`src/rtl/counter_seq_pkg.sv`:
```
// counter_seq_pkg: shared encodings for the counter sequencer.
//   - CTRL_*  : control codes driven to the universal counter
//   - state_t : sequencer FSM states
//   - ST_*    : job completion status codes
package counter_seq_pkg;

  localparam logic [1:0] CTRL_HOLD = 2'b00;
  localparam logic [1:0] CTRL_UP   = 2'b01;
  localparam logic [1:0] CTRL_DOWN = 2'b10;
  localparam logic [1:0] CTRL_LOAD = 2'b11;

  typedef enum logic [1:0] {
    S_IDLE = 2'd0,
    S_LOAD = 2'd1,
    S_RUN  = 2'd2,
    S_DONE = 2'd3
  } state_t;

  localparam logic [1:0] ST_OK      = 2'b00;
  localparam logic [1:0] ST_ABORT   = 2'b01;
  localparam logic [1:0] ST_TIMEOUT = 2'b10;

endpackage

```
`src/rtl/counter_seq_wdog.sv`:
```
// counter_seq_wdog: RUN-cycle watchdog for the counter sequencer.
// Only instantiated when COUNTER_SEQ_WDOG_EN is defined.
// Ports:
//   clk, rst  : clock, asynchronous active-high reset
//   clear     : zero the count (job accepted, entering LOAD)
//   enable    : count this cycle (sequencer in RUN)
//   expired   : this RUN cycle is the WDOG_MAX-th one of the job
module counter_seq_wdog
  import counter_seq_pkg::*;
#(
  parameter int WDOG_MAX = 1024,
  parameter int WDOG_W   = $clog2(WDOG_MAX + 1)
) (
  input  logic clk,
  input  logic rst,
  input  logic clear,
  input  logic enable,
  output logic expired
);

  localparam logic [WDOG_W-1:0] LAST = WDOG_W'(WDOG_MAX - 1);
  localparam logic [WDOG_W-1:0] CAP  = WDOG_W'(WDOG_MAX);

  // cnt holds the number of RUN cycles already completed in this job
  logic [WDOG_W-1:0] cnt;

  always_ff @(posedge clk or posedge rst) begin
    if (rst) begin
      cnt <= '0;
    end else if (clear) begin
      cnt <= '0;
    end else if (enable && (cnt != CAP)) begin
      cnt <= cnt + 1'b1;
    end
  end

  // Flag during the cycle that would complete WDOG_MAX RUN cycles so the
  // FSM leaves RUN exactly after that many cycles.
  assign expired = enable && (cnt == LAST);

endmodule

```
`src/rtl/counter_sequencer.sv`:
```
// counter_sequencer: command-driven controller for an N-bit universal
// counter. Accepts one job (start, target, direction) over valid/ready,
// loads the counter, counts to the target and reports status + final count.
// Optional feature: define COUNTER_SEQ_WDOG_EN to add a RUN-cycle watchdog
// that ends a job with status ST_TIMEOUT after WDOG_MAX RUN cycles.
// Ports:
//   clk, rst          : clock, asynchronous active-high reset
//   cmd_valid/ready   : job handshake; cmd_dir/start/target job fields
//   abort             : terminate the current job
//   ctr_control       : counter control (hold/up/down/load)
//   ctr_parallel_in   : counter parallel-load value (latched start)
//   ctr_count         : counter output
//   busy, done        : job in progress / one-cycle completion pulse
//   status            : completion code, held until the next done
//   final_count       : counter value captured on entry to DONE, held
module counter_sequencer
  import counter_seq_pkg::*;
#(
  parameter int N        = 16,
  parameter int WDOG_MAX = 1024,
  parameter int WDOG_W   = $clog2(WDOG_MAX + 1)
) (
  input  logic         clk,
  input  logic         rst,
  input  logic         cmd_valid,
  output logic         cmd_ready,
  input  logic         cmd_dir,
  input  logic [N-1:0] cmd_start,
  input  logic [N-1:0] cmd_target,
  input  logic         abort,
  output logic [1:0]   ctr_control,
  output logic [N-1:0] ctr_parallel_in,
  input  logic [N-1:0] ctr_count,
  output logic         busy,
  output logic         done,
  output logic [1:0]   status,
  output logic [N-1:0] final_count
);

  state_t       state, state_next;
  logic         dir_q;
  logic [N-1:0] target_q;
  logic         accept;
  logic         match;
  logic         wdog_expired;
  logic         end_job;
  logic [1:0]   end_status;

  assign accept = (state == S_IDLE) && cmd_valid;
  assign match  = (ctr_count == target_q);

`ifdef COUNTER_SEQ_WDOG_EN
  counter_seq_wdog #(
    .WDOG_MAX (WDOG_MAX),
    .WDOG_W   (WDOG_W)
  ) u_wdog (
    .clk     (clk),
    .rst     (rst),
    .clear   (accept),
    .enable  (state == S_RUN),
    .expired (wdog_expired)
  );
`else
  // No watchdog in this build; the expression is false for every legal
  // WDOG_MAX and keeps the parameter list identical across builds.
  assign wdog_expired = (WDOG_W == 0);
`endif

  always_comb begin
    state_next  = state;
    ctr_control = CTRL_HOLD;
    end_job     = 1'b0;
    end_status  = ST_OK;
    case (state)
      S_IDLE: begin
        if (cmd_valid) state_next = S_LOAD;
      end
      S_LOAD: begin
        ctr_control = CTRL_LOAD;
        if (abort) begin
          state_next = S_DONE;
          end_job    = 1'b1;
          end_status = ST_ABORT;
        end else begin
          state_next = S_RUN;
        end
      end
      S_RUN: begin
        // Priority: abort, then match, then watchdog expiry.
        if (abort) begin
          state_next = S_DONE;
          end_job    = 1'b1;
          end_status = ST_ABORT;
        end else if (match) begin
          state_next = S_DONE;
          end_job    = 1'b1;
          end_status = ST_OK;
        end else begin
          ctr_control = dir_q ? CTRL_DOWN : CTRL_UP;
          if (wdog_expired) begin
            state_next = S_DONE;
            end_job    = 1'b1;
            end_status = ST_TIMEOUT;
          end
        end
      end
      S_DONE: begin
        state_next = S_IDLE;
      end
      default: begin
        state_next = S_IDLE;
      end
    endcase
  end

  always_ff @(posedge clk or posedge rst) begin
    if (rst) begin
      state           <= S_IDLE;
      dir_q           <= 1'b0;
      target_q        <= '0;
      ctr_parallel_in <= '0;
      status          <= ST_OK;
      final_count     <= '0;
    end else begin
      state <= state_next;
      if (accept) begin
        dir_q           <= cmd_dir;
        target_q        <= cmd_target;
        ctr_parallel_in <= cmd_start;
      end
      if (end_job) begin
        status      <= end_status;
        final_count <= ctr_count;
      end
    end
  end

  assign cmd_ready = (state == S_IDLE);
  assign busy      = (state != S_IDLE);
  assign done      = (state == S_DONE);

endmodule

```
`config.mk`:
```
export PLATFORM = sky130hd
export DESIGN_NAME = counter_sequencer
export DESIGN_NICKNAME = d
export VERILOG_FILES = /design/src/rtl/counter_seq_pkg.sv /design/src/rtl/counter_seq_wdog.sv /design/src/rtl/counter_sequencer.sv
export SDC_FILE = /design/constraint.sdc
export NUM_CORES = 1
export LEC_CHECK = 0
export CAP_MARGIN = 0
export CORE_MARGIN = 2
export CORE_UTILIZATION = 43
export CTS_CLUSTER_SIZE = 20
export DETAILED_ROUTE_END_ITERATION = 7
export PLACE_DENSITY_LB_ADDON = 0.25
export REMOVE_ABC_BUFFERS = 1
export SKIP_CTS_REPAIR_TIMING = 1
export SYNTH_ARGS = -nofsm -noshare
export SYNTH_HDL_FRONTEND = slang
export SYNTH_SLANG_ARGS = --single-unit
export TNS_END_PERCENT = 5
```
`constraint.sdc`:
```
create_clock -name clk -period 2.46 [get_ports clk]
set_input_delay 0.246 -clock clk [delete_from_list [all_inputs] [get_ports clk]]
set_output_delay 0.246 -clock clk [all_outputs]
set_load 0.01 [all_outputs]
```
==> results_dict.tcl <==
set metrics [dict create \
    run_status "finished, final reports clean" \
    die_area_um2 5980 \
    crit_chain "xor2_1 > nor4_2 > nand4_2 > buf_4 > o21ai_4 > buf_4 > mux2_2" \
    drive_above_1_share_pct 28.5 \
    drc 0 \
    crit_arrival_ps 2360 \
    ant_nets 0 \
    finalMaxSlewViolations 0 \
    most-common-layout-cells "clkdlybuf4s50_1 (88), dfrtp_1 (52), mux2_2 (40), xor2_1 (16), mux2_4 (10)" \
    initial_utilization_pct 45.0 \
    vias_per_cell 4.75 \
    synth_largest_area_cell "dfrtp_1" \
    dp_hpwl_um 3440 \
    postLayoutCoreUtil_pct 67.3 \
    coreArea_um2 5140 \
    antenna_found_initial 0 \
    synth_top_cell_area_share_pct 56.2 \
    antennaDiodeCount 0 \
    min_path_type "in2async" \
    syn_to_final_growth_pct 49.5 \
    firstDrtPassIters 4 \
    fill_cells 416 \
    gr-total-overflow 0 \
    final_common_cell "clkdlybuf4s50_1" \
    synth_area_leaders "dfrtp_1 (56%), mux2_2 (19%), mux2_4 (6.5%), xor2_1 (6.1%), ha_1 (2.2%)" \
    synth-seq-cells 52 \
    setup_viol 0 \
    dr_total_vias 1549 \
    htree_levels 2 \
    fin_cells 326 \
    ios 92 \
    power_density_nw_per_um2 1180 \
    dieWidth_um 77.4 \
    fin_nets 312 \
    pre_cts_ws_ps -75.4 \
    crit_type "reg2reg" \
    stdcell_area_um2 3460 \
    max_stage_delay_ps 390 \
    synth.distinct_cells 24 \
    num_rows 26 \
    rsz0062_at_grt "false" \
    numCtsBuffers 5 \
    avgSynthCellArea_um2 14.9 \
    leakagePower_uw 0.00150 \
    max_freq_mhz 461 \
    ys_seq_area_share_pct 56.2 \
    hold_violations 0 \
    clock_path_buffers 2 \
    whs_ps 150 \
    wirelength_um 4700 \
    ir_drop_mv 0.571 \
    gp_congestion 0.834 \
    worst-path-buf-inv 2 \
    cap_violations 0 \
    clk_latency_ps 300 \
    clk_pin_slew_worst_paths_ps 90 \
    critPathMaxFanout 5 \
    synthesis.area_um2 2310 \
    clock-sinks 52 \
    cp.required_ps 2650 \
    place_area_um2 3340 \
    finalCritPeriodShare_pct 88.2 \
    finalWorstSetupSlack_ps 289 \
    cpLargestDelayFamily "simple AND/OR/NAND/NOR gates" \
    first_iter_violations 42 \
    crit_path_start_kind "register" \
    cts_tree "built" \
    worst_clock_skew_ps 9.48 \
    grt_max_degree 47 \
    slowest_stage "dfrtp_1" \
    avgRoutedWirePerCell_um 14.4 \
    final.min_clock_period_ps 2170 \
    first_global_vias 1687 \
    crit_path_frequent_cell "buf_4" \
    cp-end-kind "register" \
    yosysWarnings 0 \
    syn_inst 155 \
    grtUsageTotal_pct 17.0 \
    place_inst 317 \
    root_buffer "clkbuf_8" \
    die_y_um 77.4 \
    port_buffers 90 \
    grt_pass1_wl_um 8110 \
]
-- synth_stat cells (all sizes together) --
cell type and n:
a211oi 1, dfrtp 52, xor2 16, a22o 1, o21ai 1, nor2b 3, a21oi 1, o31ai 1
o211ai 1, inv 5, clkbuf 3, nor4 4, a21boi 1, mux2 50, buf 2, nand2 4
ha 4, nand4 1, conb 1, a31oi 2, a2bb2oi 1
-- state kept, by name, indices dropped and copies added, names as in the netlist --
name / flops
status: 1
ctr_parallel_in: 16
target_q: 16
state: 2
dir_q: 1
final_count: 16
-- worst reg2reg max path, cell delays in order, from the launching register on --
cell and delay, ps:
dfrtp_1 390, xor2_1 180, nor4_2 390, nand4_2 220, buf_4 190, o21ai_4 170
buf_4 190, mux2_2 340
-- power by group --
group | internal (uW) | switching, uW | leakage, uW | total [uW]
Sequential | 1290 | 243 | 0.000612 | 1540
Clock | 204 | 264 | 0.0000424 | 468
Combinational | 1320 | 767 | 0.000845 | 2080
Total | 2810 | 1270 | 0.00150 | 4090
-- through the flow --
stage / setup TNS, ps / total power [uW]
floorplan: 0 / 2660
global placement: -87.8 / 3590
detailed placement: -125 / 3640
CTS: -168 / 4120
global route: 0 / 4360
finish: 0 / 4090
-- area by class of cell --
cell class / instances / area, um2 / share of cell area, %
clock buffers: 7 / 76.3 / 2.21
clock inverters: 1 / 8.76 / 0.253
inverters: 5 / 18.8 / 0.542
multi-input cells: 93 / 976 / 28.2
flip-flops and latches: 52 / 1300 / 37.6
well taps: 70 / 87.6 / 2.53
repair buffers: 98 / 991 / 28.6
-- kinds of logic after synthesis --
group | count (synthesis) | share of synthesized area (%)
other | 1 | 0.162
adders and majority gates | 4 | 2.16
buffers and inverters | 10 | 2.49
AOI/OAI and AO/OA | 10 | 3.57
xor gates and xnor gates | 16 | 6.06
muxes | 50 | 26.0
and+or+nand+nor | 12 | 3.35
DFF | 52 | 56.2
-- layer usage --
layer,GRT usage [%],vias to the layer above,wire length (um)
li1,-,738,-
met1,23.1,752,2090
met2,27.0,54,2250
met3,4.53,5,316
met4,4.82,0,46
met5,0,-,0
-- final timing paths --
path	start	endpoint	slack, ps	cells past startpoint
max in group asynchronous	rst	final_count[2]$_DFFE_PP0P_	1820	3
worst max register to register	target_q[15]$_DFFE_PP0P_	final_count[10]$_DFFE_PP0P_	290	7
min in group clk	status[0]$_DFFE_PP0P_	status[0]$_DFFE_PP0P_	510	2
worst max-delay path	target_q[15]$_DFFE_PP0P_	final_count[10]$_DFFE_PP0P_	290	7
worst min-delay path	rst	ctr_parallel_in[3]$_DFFE_PP0P_	150	2
worst min register to register	status[0]$_DFFE_PP0P_	status[0]$_DFFE_PP0P_	510	2
Note: power is estimated with default switching activity, not from simulation.
